### config.mk
export PLATFORM = sky130hd
export DESIGN_NAME = fc_vector_writer
export DESIGN_NICKNAME = d
export VERILOG_FILES = /design/src/rtl/fc_pkg.sv /design/src/rtl/fc_vector_writer.sv
export SDC_FILE = /design/constraint.sdc
export NUM_CORES = 1
export LEC_CHECK = 0
export BUFFER_PORTS_ARGS = -buffer_cell sky130_fd_sc_hd__buf_2
export CAP_MARGIN = 40
export CORE_MARGIN = 2
export CORE_UTILIZATION = 27
export CTS_BUF_LIST = sky130_fd_sc_hd__clkbuf_8
export CTS_CLUSTER_SIZE = 16
export DETAILED_ROUTE_END_ITERATION = 10
export HOLD_SLACK_MARGIN = 0.06
export PLACE_DENSITY = 0.46
export SETUP_SLACK_MARGIN = 0.02
export SLEW_MARGIN = 10
export SYNTH_ARGS = -nofsm -noshare
export SYNTH_HDL_FRONTEND = slang
export SYNTH_SLANG_ARGS = --single-unit
export TNS_END_PERCENT = 5
### constraint.sdc
create_clock -name clk -period 2.4 [get_ports clk]
set_input_delay 0 -clock clk [delete_from_list [all_inputs] [get_ports clk]]
set_output_delay 0 -clock clk [all_outputs]
set_load 0.1 [all_outputs]
### src/rtl/fc_pkg.sv
// Shared definitions for the FC vector writer: width defaults and FSM states.
package fc_pkg;

    localparam int unsigned ADDR_W_DEF = 12;
    localparam int unsigned DATA_W_DEF = 16;
    localparam int unsigned RES_W_DEF  = 8;

    typedef enum logic [2:0] {
        ST_IDLE  = 3'd0,
        ST_LOAD  = 3'd1,
        ST_START = 3'd2,
        ST_WAIT  = 3'd3,
        ST_HOLD  = 3'd4
    } fc_state_e;

endpackage

### src/rtl/fc_vector_writer.sv
// Loads a sample vector into memory, starts the FC engine, and holds its
// argmax result until the consumer acknowledges it.
module fc_vector_writer
    import fc_pkg::*;
#(
    parameter int ADDR_W = ADDR_W_DEF,
    parameter int DATA_W = DATA_W_DEF,
    parameter int RES_W  = RES_W_DEF
) (
    input  logic              clk,
    input  logic              reset,
    input  logic              go,
    input  logic [ADDR_W-1:0] base_address,
    input  logic [ADDR_W-1:0] length,
    input  logic              in_valid,
    output logic              in_ready,
    input  logic [DATA_W-1:0] in_data,
    output logic [ADDR_W-1:0] mem_address,
    output logic [DATA_W-1:0] mem_data,
    output logic              mem_write_en,
    output logic              fc_start,
    input  logic              fc_done,
    input  logic [RES_W-1:0]  fc_result,
    output logic              result_valid,
    output logic [RES_W-1:0]  result,
    input  logic              result_ack,
    output logic              busy
);

    fc_state_e         state;
    logic [ADDR_W-1:0] base_q;
    logic [ADDR_W-1:0] len_q;
    logic [ADDR_W-1:0] count;
    logic              fc_done_q;

    // Run sequencer: all outputs are registered and updated alongside the state.
    always_ff @(posedge clk or negedge reset) begin
        if (!reset) begin
            state        <= ST_IDLE;
            base_q       <= '0;
            len_q        <= '0;
            count        <= '0;
            fc_done_q    <= 1'b0;
            in_ready     <= 1'b0;
            mem_address  <= '0;
            mem_data     <= '0;
            mem_write_en <= 1'b0;
            fc_start     <= 1'b0;
            result_valid <= 1'b0;
            result       <= '0;
            busy         <= 1'b0;
        end else begin
            fc_done_q    <= fc_done;
            mem_write_en <= 1'b0;
            fc_start     <= 1'b0;
            case (state)
                ST_IDLE: begin
                    if (go && (length != '0)) begin
                        base_q   <= base_address;
                        len_q    <= length;
                        count    <= '0;
                        in_ready <= 1'b1;
                        busy     <= 1'b1;
                        state    <= ST_LOAD;
                    end
                end
                ST_LOAD: begin
                    if (in_valid && in_ready) begin
                        mem_write_en <= 1'b1;
                        mem_address  <= base_q + count;
                        mem_data     <= in_data;
                        count        <= count + ADDR_W'(1);
                        if (count == len_q - ADDR_W'(1)) begin
                            in_ready <= 1'b0;
                            state    <= ST_START;
                        end
                    end
                end
                ST_START: begin
                    fc_start <= 1'b1;
                    state    <= ST_WAIT;
                end
                ST_WAIT: begin
                    // Only a fresh rise counts; a level left high from before
                    // the start pulse is ignored.
                    if (fc_done && !fc_done_q) begin
                        result       <= fc_result;
                        result_valid <= 1'b1;
                        state        <= ST_HOLD;
                    end
                end
                ST_HOLD: begin
                    if (result_ack) begin
                        result_valid <= 1'b0;
                        busy         <= 1'b0;
                        state        <= ST_IDLE;
                    end
                end
                default: begin
                    in_ready     <= 1'b0;
                    result_valid <= 1'b0;
                    busy         <= 1'b0;
                    state        <= ST_IDLE;
                end
            endcase
        end
    end

endmodule
==> impl_results.md <==
- Status: completed
- Number of global-route vias before repair: 3666
- Number of DRC violations after detailed routing: 0
- Clock network fraction of total power: 40.3%
- DR top layer: met4
- Number of filler instances in the final layout: 1503
- Final worst-path setup slack: 0.1682 ns
- Async set-or-reset flop fraction in the synthesized netlist: 100.0%
- Sequential share of the synthesized area: 49.80%
- Met3 WL post-DR: 697 um
- Number of nets in the final layout: 628
- Worst-case clock buffer depth: 2
- Most used flip-flop cell after synthesis: dfrtp_1
- Setup repair after global routing missed its margin: false
- WL met2: 4927 um
- Combined area of the multi-input logic cells: 1967 um^2
- Remaining global-route overflow: 0
- Total CTS buffers: 9
- Routed length per instance: 13.80 um
- Final wirelength: 10340 um
- Total Negative Setup Slacks: 0 ns
- Max-Cap Viols: 0
- Floorplan die height: 126.8 um
- Met1 Routed Length: 4568 um
- Initial cell density of the core: 27.79%
- Drt first pass iters: 4
- Worst Path Class, Setup: flip-flop to flip-flop
- Maximum clock skew at final layout: 0.01386 ns
- Horiz. Die Dim: 126.8 um
- Mean number of vias per cell: 4.646
- Category of the worst setup path capture point: flip-flop
- Internal power: 2140 uW
- Total leakage power: 0.002797 uW
- Clock edge transition at the registers on the reported setup and hold paths: 0.09 ns
- Number of routed nets with antenna violations: 0
- Relative slew margins: 52.50%
- Required time of the critical path: 2.64 ns
- Clock tree from TritonCTS: done
- Portion of the clock cycle consumed by the worst path in the final layout: 92.99%
- CORE AREA: 14640 um^2
- Share of power burned in registers: 50.5%
- Layout Cells excl Fill: 749
- Pin slew with the least headroom to its limit: 0.7099 ns
- Synth Area per Inst: 10.03 um^2
- Clock H-tree levels: 3
- I/O Pins: 95
- Initial antenna violation count: 0
- Highest Clock Rate: 448.1 MHz
- Vias post-DR: 3480
- Antenna cells: 0
- Total area of sequential cells: 2028 um^2
- Die area: 16070 um^2
- Total power density per cell area: 501.8 nW/um^2
- Hold/Removal Path Class: primary input to flip-flop
- Fraction of layout instances using a drive strength above 1: 25.49%
- Clk_lat worst skew: 0.37 ns
- Endpoints failing hold: 0
- Largest net degree at the start of global routing: 50
- Switching share of total power: 23.58%
- Syn Std Cell Area: 4070 um^2
- Total of warnings raised by yosys: 0
- Kind of start point of the critical path: flip-flop
- Placed cell count: 682
- Flip-flop and latch count after synthesis: 81
- IR Drop Worst-Case VDD: 0.0004412 V
- Post-synth top area share: 49.80%
- Number of enable-type register cells in the synthesized netlist: 0
- Count of endpoints failing setup in the final report: 0
- HPWL after detailed placement: 7277 um
- Gr usage total: 13.71%
- Dpl ws: 0.1307 ns
- Placer's final routability congestion estimate: 0.7927
- IO Port Bufs: 94
- Final slew viol count: 0
- First DRT Iteration DRCs: 97
- First-pass GRT wire length: 17570 um
- NetSw: 660.5 uW
- Count of different cell masters after synthesis: 55
- Arrival @ worst endpoint: 2.48 ns
- Post-CTS setup repair buffer count: 0
- Post-synthesis net count: 474
- Layout-stage area growth over the synthesis result: 37.13%
- Clock period minus worst slack: 2.232 ns
- Clock root buffer master: clkbuf_8
- Total number of placement rows: 44
- CP Max Fanout: 5
- Part of the total power dissipated in combinational logic: 9.2%
- Synth area leader: dfrtp_1
- Gate count after technology mapping: 406
- Clock sink total: 81
- Leading cell types by total area after synthesis: dfrtp_1 50%, nand2_1 7.6%, mux2_1 4.7%
==> cell usage in the layout (no fill, tap or decap), types with 2 or more instances in the layout <==
cell	Yosys	routed
nor2_1	23	23
o31ai_1	3	3
clkbuf_8	0	10
nand3b_1	4	4
or4_1	5	5
mux2_2	11	11
xnor2_1	10	10
a21oi_1	11	10
nand3_1	6	6
a21boi_0	2	2
o21ai_0	30	30
or3_1	5	5
and3_1	3	3
ha_1	13	13
mux2_1	17	17
buf_2	4	93
nand4_1	6	6
nor4_2	1	2
nor3b_1	2	2
inv_1	12	14
a31oi_1	3	3
dfrtp_1	81	80
a21o_1	2	2
nand2_1	82	82
nor3_1	6	6
bufinv_16	0	2
o21bai_1	2	2
buf_4	0	12
dlygate4sd3_1	0	51
nor2b_1	3	3
xor2_1	18	18
or3_2	2	2
nand2b_1	5	5
==> synthesized netlist by cell type (3+ instances only) <==
cell type	number
nand2_1	82
dfrtp_1	81
o21ai_0	30
nor2_1	23
xor2_1	18
mux2_1	17
ha_1	13
inv_1	12
a21oi_1	11
mux2_2	11
xnor2_1	10
clkbuf_1	8
nand3_1	6
nand4_1	6
nor3_1	6
nand2b_1	5
or3_1	5
or4_1	5
buf_2	4
nand3b_1	4
a31oi_1	3
and3_1	3
nor2b_1	3
o31ai_1	3
==> cells by family (layout without fill, tap and decap cells) <==
family	Yosys count	after routing	share of synthesized area (%)
flip-flops	81	81	49.80
AND/OR/NAND/NOR	161	161	18.78
buffers and inverters	27	186	2.643
XOR/XNOR	28	28	6.025
multiplexers	29	29	7.993
adder cells (fa/ha/maj)	14	14	4.488
AO/OA/AOI/OAI	66	66	10.27
==> final cells by class <==
type	instances	area share, %
clock buffers	10	2.466
well taps	184	4.125
flip-flops and latches	81	36.34
repair buffers	157	19.46
inverters	13	0.8742
clock inverters	6	1.502
multi-input cells	298	35.24
==> state kept, by name, indices dropped and copies added, names as in the netlist <==
| name | cells |
|---|---|
| fc_done_q | 1 |
| busy | 1 |
| mem_address | 12 |
| state | 3 |
| fc_start | 1 |
| base_q | 12 |
| mem_data | 16 |
| count | 12 |
| result | 8 |
| mem_write_en | 1 |
| len_q | 12 |
| result_valid | 1 |
| in_ready | 1 |
==> layer usage <==
metal	vias up	GRT usage (%)
met2	86	22.86
met3	10	5.188
met5	-	0
li1	1709	-
met4	0	3.943
met1	1675	16.62
==> through the flow <==
| step | hold slack [ns] | area, um^2 | power (uW) | utilization, % |
|---|---|---|---|---|
| floorplan | -0.2956 | 4070 | 1524 | - |
| global placement | 0.07631 | 4823 | 1629 | 32.94 |
| detailed placement | 0.07624 | 4823 | 1633 | 32.94 |
| CTS | 0.1692 | 5555 | 2846 | 37.94 |
| global route | 0.2106 | 5582 | 2958 | 38.12 |
| finish | 0.1846 | 5582 | 2801 | 38.12 |
==> power groups by stage <==
stage | Sequential, uW | Clock, uW | Combinational (uW)
2_1_floorplan | 1430 | 0 | 94.3
3_3_place_gp | 1440 | 0 | 191
3_5_place_dp | 1440 | 0 | 192
4_1_cts | 1410 | 1170 | 258
5_1_grt | 1420 | 1250 | 290
6_report | 1410 | 1130 | 258
==> path summary, 6_finish.rpt <==
path / from / end / depth (start not counted) / slack, ns
hold reg to reg: mem_data[4] / mem_data[4] / 2 / 0.48
setup reg to reg: len_q[0] / state[0] / 7 / 0.17
setup / recovery: len_q[0] / state[0] / 7 / 0.17
hold / removal: in_valid / count[3] / 6 / 0.18
min in group asynchronous: reset / result[5] / 2 / 0.20
max in group asynchronous: reset / count[9] / 3 / 1.58
==> critical path, cell delays in order, from the launching register on <==
cell	delay, ns
dfrtp_2	0.45
inv_1	0.08
ha_1	0.20
or3b_2	0.50
o32ai_2	0.30
o221ai_2	0.15
a2111oi_4	0.28
a31oi_1	0.14
==> timing repair <==
item / 4_1_cts / 5_1_grt
hold buffers: 51 / 0
endpoints found under the hold margin: 101 / 0
setup endpoints to repair: 0 / 5
resized for setup: 0 / 5
No activity file was read; power rests on OpenSTA's default activity.
